## src/rtl/lfsr_draw_gen.sv

```systemverilog
// lfsr_draw_gen
//   Fibonacci XNOR LFSR with seed load and all-ones lock-up recovery, plus a
//   request/valid draw engine that returns a filtered value in [0, RANGE-1],
//   optionally never repeating the previous draw. Used by the game FSM to pick
//   mole positions; the raw LFSR state is exported for other consumers.
//
// Ports
//   clock       system clock, all logic on posedge
//   reset       synchronous, active-high reset
//   enable      free-run advance of the LFSR while the draw FSM is idle
//   load        load seed_in into the LFSR (aborts a draw in progress)
//   seed_in     seed value for load
//   req         draw request, level-sampled while idle
//   busy        high while a draw is in progress
//   valid       one-cycle pulse when value has been updated
//   value       last drawn value, held between valid pulses
//   fallback    one-cycle pulse with valid when the fallback value was used
//   lockup      one-cycle pulse when the all-ones state was recovered
//   lfsr_state  current LFSR register
module lfsr_draw_gen #(
    parameter int unsigned       WIDTH     = 16,
    parameter logic [WIDTH-1:0]  TAPS      = 16'hA404,
    parameter logic [WIDTH-1:0]  SEED      = 16'h0000,
    parameter int unsigned       OUT_W     = 4,
    parameter int unsigned       RANGE     = 9,
    parameter int unsigned       NO_REPEAT = 1,
    parameter int unsigned       MAX_TRIES = 8
) (
    input  logic             clock,
    input  logic             reset,
    input  logic             enable,
    input  logic             load,
    input  logic [WIDTH-1:0] seed_in,
    input  logic             req,
    output logic             busy,
    output logic             valid,
    output logic [OUT_W-1:0] value,
    output logic             fallback,
    output logic             lockup,
    output logic [WIDTH-1:0] lfsr_state
);

    // tries only ever counts up to MAX_TRIES-1
    localparam int unsigned      TRY_W    = (MAX_TRIES > 1) ? $clog2(MAX_TRIES) : 1;
    localparam logic [TRY_W-1:0] TRY_LAST = TRY_W'(MAX_TRIES - 1);
    // one extra bit so RANGE == 2**OUT_W is representable
    localparam logic [OUT_W:0]   RANGE_X  = (OUT_W + 1)'(RANGE);

    typedef enum logic {IDLE, DRAW} state_t;

    state_t             state_q, state_d;
    logic [WIDTH-1:0]   s_q, s_d;
    logic [TRY_W-1:0]   tries_q, tries_d;
    logic [OUT_W-1:0]   last_q, last_d;
    logic               have_last_q, have_last_d;
    logic [OUT_W-1:0]   value_q, value_d;
    logic               busy_q, busy_d;
    logic               valid_q, valid_d;
    logic               fallback_q, fallback_d;
    logic               lockup_q, lockup_d;

    logic               fb;
    logic               advance;
    logic [OUT_W-1:0]   cand;
    logic               is_repeat;
    logic               accept;
    logic [OUT_W:0]     last_inc;
    logic [OUT_W-1:0]   fb_value;

    always_comb begin
        // XNOR feedback: all-ones is the only state that maps onto itself
        fb        = ~^(s_q & TAPS);
        advance   = ((state_q == IDLE) && enable) || (state_q == DRAW);
        cand      = s_q[OUT_W-1:0];
        is_repeat = (NO_REPEAT != 0) && (RANGE > 1) && have_last_q && (cand == last_q);
        accept    = ({1'b0, cand} < RANGE_X) && !is_repeat;
        last_inc  = {1'b0, last_q} + 1'b1;
        if (!have_last_q || (last_inc == RANGE_X)) fb_value = '0;
        else                                        fb_value = last_inc[OUT_W-1:0];

        s_d         = s_q;
        state_d     = state_q;
        tries_d     = tries_q;
        last_d      = last_q;
        have_last_d = have_last_q;
        value_d     = value_q;
        busy_d      = busy_q;
        valid_d     = 1'b0;
        fallback_d  = 1'b0;
        lockup_d    = 1'b0;

        // LFSR register: load > lock-up recovery > advance
        if (load) begin
            s_d = seed_in;
        end else if (advance) begin
            if (&s_q) begin
                s_d      = SEED;
                lockup_d = 1'b1;
            end else begin
                s_d = {s_q[WIDTH-2:0], fb};
            end
        end

        case (state_q)
            IDLE: begin
                if (req) begin
                    state_d = DRAW;
                    busy_d  = 1'b1;
                    tries_d = '0;
                end
            end
            DRAW: begin
                if (load) begin
                    // abort: history of the previous successful draw is kept
                    state_d = IDLE;
                    busy_d  = 1'b0;
                    tries_d = '0;
                end else if (accept) begin
                    value_d     = cand;
                    last_d      = cand;
                    have_last_d = 1'b1;
                    valid_d     = 1'b1;
                    state_d     = IDLE;
                    busy_d      = 1'b0;
                    tries_d     = '0;
                end else if (tries_q == TRY_LAST) begin
                    // bound the draw latency to MAX_TRIES evaluations
                    value_d     = fb_value;
                    last_d      = fb_value;
                    have_last_d = 1'b1;
                    valid_d     = 1'b1;
                    fallback_d  = 1'b1;
                    state_d     = IDLE;
                    busy_d      = 1'b0;
                    tries_d     = '0;
                end else begin
                    tries_d = tries_q + 1'b1;
                end
            end
            default: begin
                state_d = IDLE;
                busy_d  = 1'b0;
            end
        endcase
    end

    always_ff @(posedge clock) begin
        if (reset) begin
            state_q     <= IDLE;
            s_q         <= SEED;
            tries_q     <= '0;
            last_q      <= '0;
            have_last_q <= 1'b0;
            value_q     <= '0;
            busy_q      <= 1'b0;
            valid_q     <= 1'b0;
            fallback_q  <= 1'b0;
            lockup_q    <= 1'b0;
        end else begin
            state_q     <= state_d;
            s_q         <= s_d;
            tries_q     <= tries_d;
            last_q      <= last_d;
            have_last_q <= have_last_d;
            value_q     <= value_d;
            busy_q      <= busy_d;
            valid_q     <= valid_d;
            fallback_q  <= fallback_d;
            lockup_q    <= lockup_d;
        end
    end

    assign busy       = busy_q;
    assign valid      = valid_q;
    assign value      = value_q;
    assign fallback   = fallback_q;
    assign lockup     = lockup_q;
    assign lfsr_state = s_q;

endmodule
```

## config.mk

```make
export PLATFORM = sky130hd
export DESIGN_NAME = lfsr_draw_gen
export DESIGN_NICKNAME = d
export VERILOG_FILES = /design/src/rtl/lfsr_draw_gen.sv
export SDC_FILE = /design/constraint.sdc
export NUM_CORES = 1
export LEC_CHECK = 0
export CORE_MARGIN = 2
export CORE_UTILIZATION = 40
export DETAILED_ROUTE_END_ITERATION = 8
export GPL_ROUTABILITY_DRIVEN = 1
export HOLD_SLACK_MARGIN = 0.03
export PLACE_DENSITY = 0.71
export SLEW_MARGIN = 20
export SYNTH_ARGS = -nofsm -noshare
export SYNTH_HDL_FRONTEND = slang
export SYNTH_SLANG_ARGS = --single-unit
export TNS_END_PERCENT = 50
```

## constraint.sdc

```tcl
create_clock -name clock -period 1.8 [get_ports clock]
set_input_delay 0.36 -clock clock [delete_from_list [all_inputs] [get_ports clock]]
set_output_delay 0.36 -clock clock [all_outputs]
set_load 0.01 [all_outputs]
```

==> results of run 1 <==
path summary, 6_finish.rpt:
| path | start | end | slack, ps |
|---|---|---|---|
| max reg2reg | value[0] | busy | 80 |
| min | busy | busy | 480 |
| min reg2reg | busy | busy | 480 |
| max | lfsr_state[0] | lfsr_state[0] | 70 |
per-stage QoR:
step,hold WS [ps],TNS (ps)
2_1_floorplan,446,0
3_3_place_gp,458,0
3_5_place_dp,474,-16.2
4_1_cts,491,0
5_1_grt,508,-110
6_report,483,0
layout by cell type (no fill, tap or decap), types with 2 or more instances in the layout:
master,count
clkdlybuf4s50_1,44
buf_4,23
nor2_1,21
a222oi_1,16
dfxtp_1,14
dfxtp_2,10
a21oi_1,8
nor3_1,6
clkbuf_4,5
dfxtp_4,5
inv_1,4
nand4_1,4
nand2_1,4
ha_1,4
xnor2_2,3
o21ai_0,3
xor2_1,3
nor2b_1,2
nand2b_1,2
a22o_1,2
final cells by class:
type | count | area, um2
Inverter | 4 | 15.0
Clock inverter | 1 | 5.00
Multi-Input combinational cell | 104 | 776
Clock buffer | 5 | 37.5
Timing Repair Buffer | 68 | 633
Sequential cell | 29 | 612
Fill cell | 312 | 1230
Tap cell | 46 | 57.6
repair_timing:
| action | 4_1_cts | 5_1_grt |
|---|---|---|
| setup endpoints to repair | 7 | 29 |
| resized for setup | 4 | 17 |
| pin swaps | 0 | 7 |
| hold endpoints to repair | 0 | 0 |
| buffers inserted | 0 | 1 |
power by group:
part           switching, mW  leakage (nW)  total [mW]  internal, mW
Combinational          0.131         0.558       0.314         0.183
Clock                  0.214        0.0269       0.349         0.135
Sequential            0.0372         0.245       0.710         0.673
Total                  0.382         0.829        1.37         0.991
kinds of logic (layout without fill, tap and decap cells):
| kind of cell | Yosys count | in the layout | synth area share (%) |
|---|---|---|---|
| compound gates | 41 | 41 | 24.6 |
| mux | 1 | 1 | 0.704 |
| simple gates | 51 | 51 | 19.2 |
| xor+xnor | 7 | 7 | 5.89 |
| flops | 29 | 29 | 40.8 |
| buf+inv | 14 | 78 | 5.28 |
| fa+ha+maj | 4 | 4 | 3.52 |
state kept, by name, indices dropped and copies added (netlist names):
signal       cells
lfsr_state      16
value            4
tries_q          3
busy             1
fallback         1
have_last_q      1
lockup           1
state_q          1
valid            1
tightest hold or removal path: stages, from the launching register on:
cell,delay [ps]
dfxtp_1,320
inv_1,70
a221oi_2,50
metal layers:
layer | wire length (um) | vias to the layer above | global-route usage [%]
li1 | - | 704 | -
met5 | 0 | - | 0
met2 | 2070 | 34 | 37.2
met3 | 186 | 5 | 6.07
met4 | 45 | 0 | 6.52
met1 | 1640 | 699 | 23.0
cells in the mapped netlist (all sizes together), types with 3 or more instances:
master | n | area [um2]
nand4 | 4 | 25.0
xnor2 | 4 | 57.6
dfxtp | 29 | 581
nor2 | 21 | 78.8
nor3 | 6 | 30.0
a21oi | 8 | 40.0
inv | 4 | 15.0
nand2 | 4 | 15.0
buf | 4 | 37.5
xor2 | 3 | 26.3
clkbuf | 6 | 22.5
a222oi | 16 | 160
ha | 4 | 50.1
o21ai | 4 | 20.0
==> impl_metrics.py, run 1 <==
metrics = {
    "global_routing": {
        "grt_overflow": 0,
        "antenna_found_initial": 0,
        "grt_max_degree": 18,
        "grt_first_pass_wirelength_um": 6620,
        "first_global_vias": 1467,
        "grt_use_total_pct": 20.6,
    },
    "setup_path": {
        "cpPeakStageDelay_ps": 530,
        "crit_chain": "buf_4 > clkdlybuf4s50_1",
        "reg2regPathDepth": 5,
        "crit_fanout": 5,
        "cp-start-kind": "register",
        "cp.depth": 2,
        "arrival_ps": 1370,
        "critPathBufInv": 2,
        "cp-end-kind": "output port",
        "cp_top_family": "buffers and inverters",
        "crit_type": "register to output port",
        "crit_slowest_cell": "clkdlybuf4s50_1",
        "crit_required_ps": 1440,
    },
    "clock_tree": {
        "cts_tree": "yes",
        "cts_root_buf": "clkbuf_4",
        "cts_sinks": 29,
        "insertion_delay_ps": 330,
        "clk_path_buf_depth": 2,
        "cts_buffers": 5,
        "path_clk_slew_ps": 90,
        "cts.htree.levels": 2,
        "postCtsHoldBufs": 0,
    },
    "floorplan": {
        "die_height_um": 63.6,
        "die_x_um": 63.6,
        "ios": 45,
        "core_area_um2": 3360,
        "rows": 21,
        "dieArea_um2": 4050,
        "start_util_pct": 42.3,
    },
    "pwr": {
        "vdd_drop_max_mv": 0.375,
        "total_power_mw": 1.37,
        "pwr_density_cell_nw_per_um2": 643,
        "p_leak_nw": 0.829,
    },
    "min_path": {
        "hold_depth": 2,
        "hold_class": "register to register",
    },
    "timing": {
        "hold_viol_final": 0,
        "setup_slack_ps": 66.2,
        "finalCritPeriodShare_pct": 96.3,
        "relSlewSlack_pct": 73.2,
        "fin_worst_skew_ps": 10.4,
        "worst_pin_slew_ps": 402,
        "maxSlewViolCount": 0,
        "rsz0062_at_grt": "true",
        "fmax_mhz": 577,
        "fin_crit_ps": 1730,
        "finalSetupViolCount": 0,
    },
    "synth": {
        "ys_ff_latch": 29,
        "yosysUniqueCellTypes": 44,
        "syn_nets": 172,
        "syn_area_per_cell_um2": 9.68,
        "synthesis.area_um2": 1420,
        "syn_inst": 147,
        "synthArstFlopShare_pct": 0,
        "yosysWarningCount": 0,
        "synth_flop_cell": "dfxtp_1",
        "synth_enable_flop_cells": 0,
        "ys_seq_area_share_pct": 40.8,
    },
    "route": {
        "wire_per_inst_um": 15.3,
        "vias": 1442,
        "wirelength_um": 3940,
        "drc": 0,
        "ant_nets": 0,
        "initialDrtViolationCount": 146,
        "first_pass_iters": 5,
        "routed_via_density": 5.61,
    },
    "finish": {
        "fin_cells": 257,
        "fin_nets": 237,
        "area_growth_pct": 50.1,
        "fin_area_um2": 2140,
        "final_util_pct": 63.5,
        "insertedDiodeCount": 0,
        "drive_gt1_share_pct": 25.1,
    },
    "place": {
        "hpwl_um": 2960,
        "place_ws_ps": -16.2,
        "gp_congestion": 0.868,
        "dp.cells": 250,
        "io_buffers": 44,
        "place_area_um2": 2050,
    },
    "status": {
        "status": "finished clean",
    },
    "run": {
        "maxCapViolations": 0,
    },
}
Note: power is estimated with default switching activity, not from simulation.
==> run 2, diff against run 1 <==
--- a/config.mk
+++ b/config.mk
@@ -7,6 +7,7 @@
 export LEC_CHECK = 0
 export CORE_MARGIN = 2
 export CORE_UTILIZATION = 40
+export CTS_CLUSTER_DIAMETER = 30
 export DETAILED_ROUTE_END_ITERATION = 8
 export GPL_ROUTABILITY_DRIVEN = 1
 export HOLD_SLACK_MARGIN = 0.03
==> results of run 2 <==
The final DEF is identical to that of run 1; final timing and power are the same.
==> run 3, diff against run 2 <==
--- a/config.mk
+++ b/config.mk
@@ -6,12 +6,12 @@
 export NUM_CORES = 1
 export LEC_CHECK = 0
 export CORE_MARGIN = 2
-export CORE_UTILIZATION = 40
+export CORE_UTILIZATION = 46
 export CTS_CLUSTER_DIAMETER = 30
 export DETAILED_ROUTE_END_ITERATION = 8
 export GPL_ROUTABILITY_DRIVEN = 1
 export HOLD_SLACK_MARGIN = 0.03
-export PLACE_DENSITY = 0.71
+export PLACE_DENSITY = 0.79
 export SLEW_MARGIN = 20
 export SYNTH_ARGS = -nofsm -noshare
 export SYNTH_HDL_FRONTEND = slang
==> run 3 against run 2 <==
  * Largest power group unchanged
  * Non-clock buffer count shrank 2
  * Via count grew 2.8%
  * Sequential share of layout area shrank 0.61 points
==> impl_metrics.py, run 3 (synthesized netlist as in run 1, its figures left out) <==
metrics = {
    "status": {
        "status": "finished clean",
    },
    "finish": {
        "layout_commonest_cell": "clkdlybuf4s50_1",
        "insertedDiodeCount": 0,
        "fin_nets": 235,
        "fin_cells": 244,
        "final_cell_mix": "39 x clkdlybuf4s50_1, 22 x buf_4, 21 x nor2_1",
        "drive_gt1_share_pct": 23.2,
        "area_growth_pct": 51.5,
        "largest_reg_flops": 16,
        "fin_area_um2": 2160,
    },
    "clock_tree": {
        "insertion_delay_ps": 330,
        "path_clk_slew_ps": 100,
        "cts_buffers": 5,
        "cts.htree.levels": 2,
        "cts_sinks": 29,
        "cts_root_buf": "clkbuf_4",
        "cts_tree": "yes",
        "postCtsHoldBufs": 0,
        "clk_path_buf_depth": 2,
    },
    "route": {
        "wirelength_um": 4040,
        "dr_wl_met3_um": 250,
        "routed_via_density": 6.07,
        "initialDrtViolationCount": 144,
        "wire_per_inst_um": 16.6,
        "wl_met1_um": 1650,
        "top_layer": "met4",
        "ant_nets": 0,
        "wl_met2_um": 2050,
        "first_pass_iters": 5,
        "drc": 0,
        "vias": 1482,
    },
    "floorplan": {
        "die_height_um": 59.6,
        "dieArea_um2": 3550,
        "die_x_um": 59.6,
        "ios": 45,
        "rows": 20,
        "start_util_pct": 47.4,
        "core_area_um2": 3000,
    },
    "place": {
        "dp.cells": 234,
        "place_area_um2": 1990,
        "io_buffers": 44,
        "gp_congestion": 0.930,
        "hpwl_um": 2840,
    },
    "pwr": {
        "p_leak_nw": 0.919,
        "total_power_mw": 1.49,
        "pwr_density_cell_nw_per_um2": 693,
        "vdd_drop_max_mv": 0.526,
    },
    "timing": {
        "holdWs_ps": 491,
        "relSlewSlack_pct": 75.8,
        "hold_viol_final": 0,
        "fin_crit_ps": 1780,
        "rsz0062_at_grt": "true",
        "worst_pin_slew_ps": 364,
        "fmax_mhz": 561,
        "finalCritPeriodShare_pct": 99.1,
        "maxSlewViolCount": 0,
        "fin_worst_skew_ps": 5.74,
        "finalSetupViolCount": 0,
        "fin_setup_tns_ps": 0,
    },
    "setup_path": {
        "r2r_slack_ps": 20,
        "reg2regPathDepth": 6,
        "r2r_start": "lfsr_state[1]",
        "crit_type": "register to register",
        "reg2reg_to": "value[2]",
        "crit_fanout": 8,
        "crit_required_ps": 2070,
        "cp-end-kind": "register",
        "arrival_ps": 2050,
        "cp-start-kind": "register",
    },
    "min_path": {
        "whs_endpoint": "busy",
        "hold_class": "register to register",
        "min_from": "busy",
        "hold_depth": 2,
    },
    "global_routing": {
        "antenna_found_initial": 0,
        "grt_max_degree": 19,
        "grt_use_total_pct": 24.7,
        "grt_overflow": 0,
        "first_global_vias": 1420,
        "grt_first_pass_wirelength_um": 6500,
    },
    "run": {
        "maxCapViolations": 0,
    },
}
run 3: changes by cell type in the layout (fill, tap and decap cells not counted), sizes merged:
cell | before | now
buf | 24 | 22
clkbuf | 5 | 7
dlymetal6s2s | 0 | 5
clkdlybuf4s50 | 44 | 39
run 3: critical path, cell delays in order, from the launching register on:
cell     delay, ps
dfxtp_4        390
xnor2_4        180
a41oi_2        180
a31o_1         270
buf_4          180
or3_4          380
a21oi_2        140
run 3: worst max-delay path by stage:
| stage | start | endpoint | depth (start not counted) |
|---|---|---|---|
| after floorplan | value[2] | busy | 5 |
| after global placement | load | busy | 4 |
| after detailed placement | lfsr_state[0] | lfsr_state[9] | 6 |
| after CTS | value[0] | value[0] | 2 |
| after global routing | have_last_q | value[2] | 6 |
| final | lfsr_state[1] | value[2] | 6 |
run 3: per-layer routing:
layer  track usage (%)  vias up
met2              41.1       66
met4              11.1        0
li1                  -      701
met5                 0        -
met3              7.21       10
met1              29.2      705
run 3: report_power, final:
part           leakage [nW]  switching [mW]  internal, mW  total (mW)
clock network        0.0413           0.242         0.226       0.468
logic                 0.635           0.136         0.178       0.314
registers             0.243          0.0394         0.671       0.711
total                 0.919           0.417          1.08        1.49
run 3: what timing repair did:
item,CTS,global route
pin swaps,1,13
endpoints found under the setup margin,11,23
resized for setup,7,17
buffers inserted,0,2
run 3: layout make-up:
type | count | area (um2)
clock buffers | 7 | 65.1
clock inverters | 1 | 5.00
fillers | 232 | 847
inverters | 4 | 15.0
multi-input cells | 104 | 807
flip-flops and latches | 29 | 604
well taps | 33 | 41.3
repair buffers | 66 | 618
run 3: stage by stage:
step,setup WS (ps),util [%]
global route,-36.6,71.8
finish,16.5,71.8
detailed placement,-24.9,66.4
global placement,73.0,66.4
floorplan,76.8,-
CTS,9.92,69.0
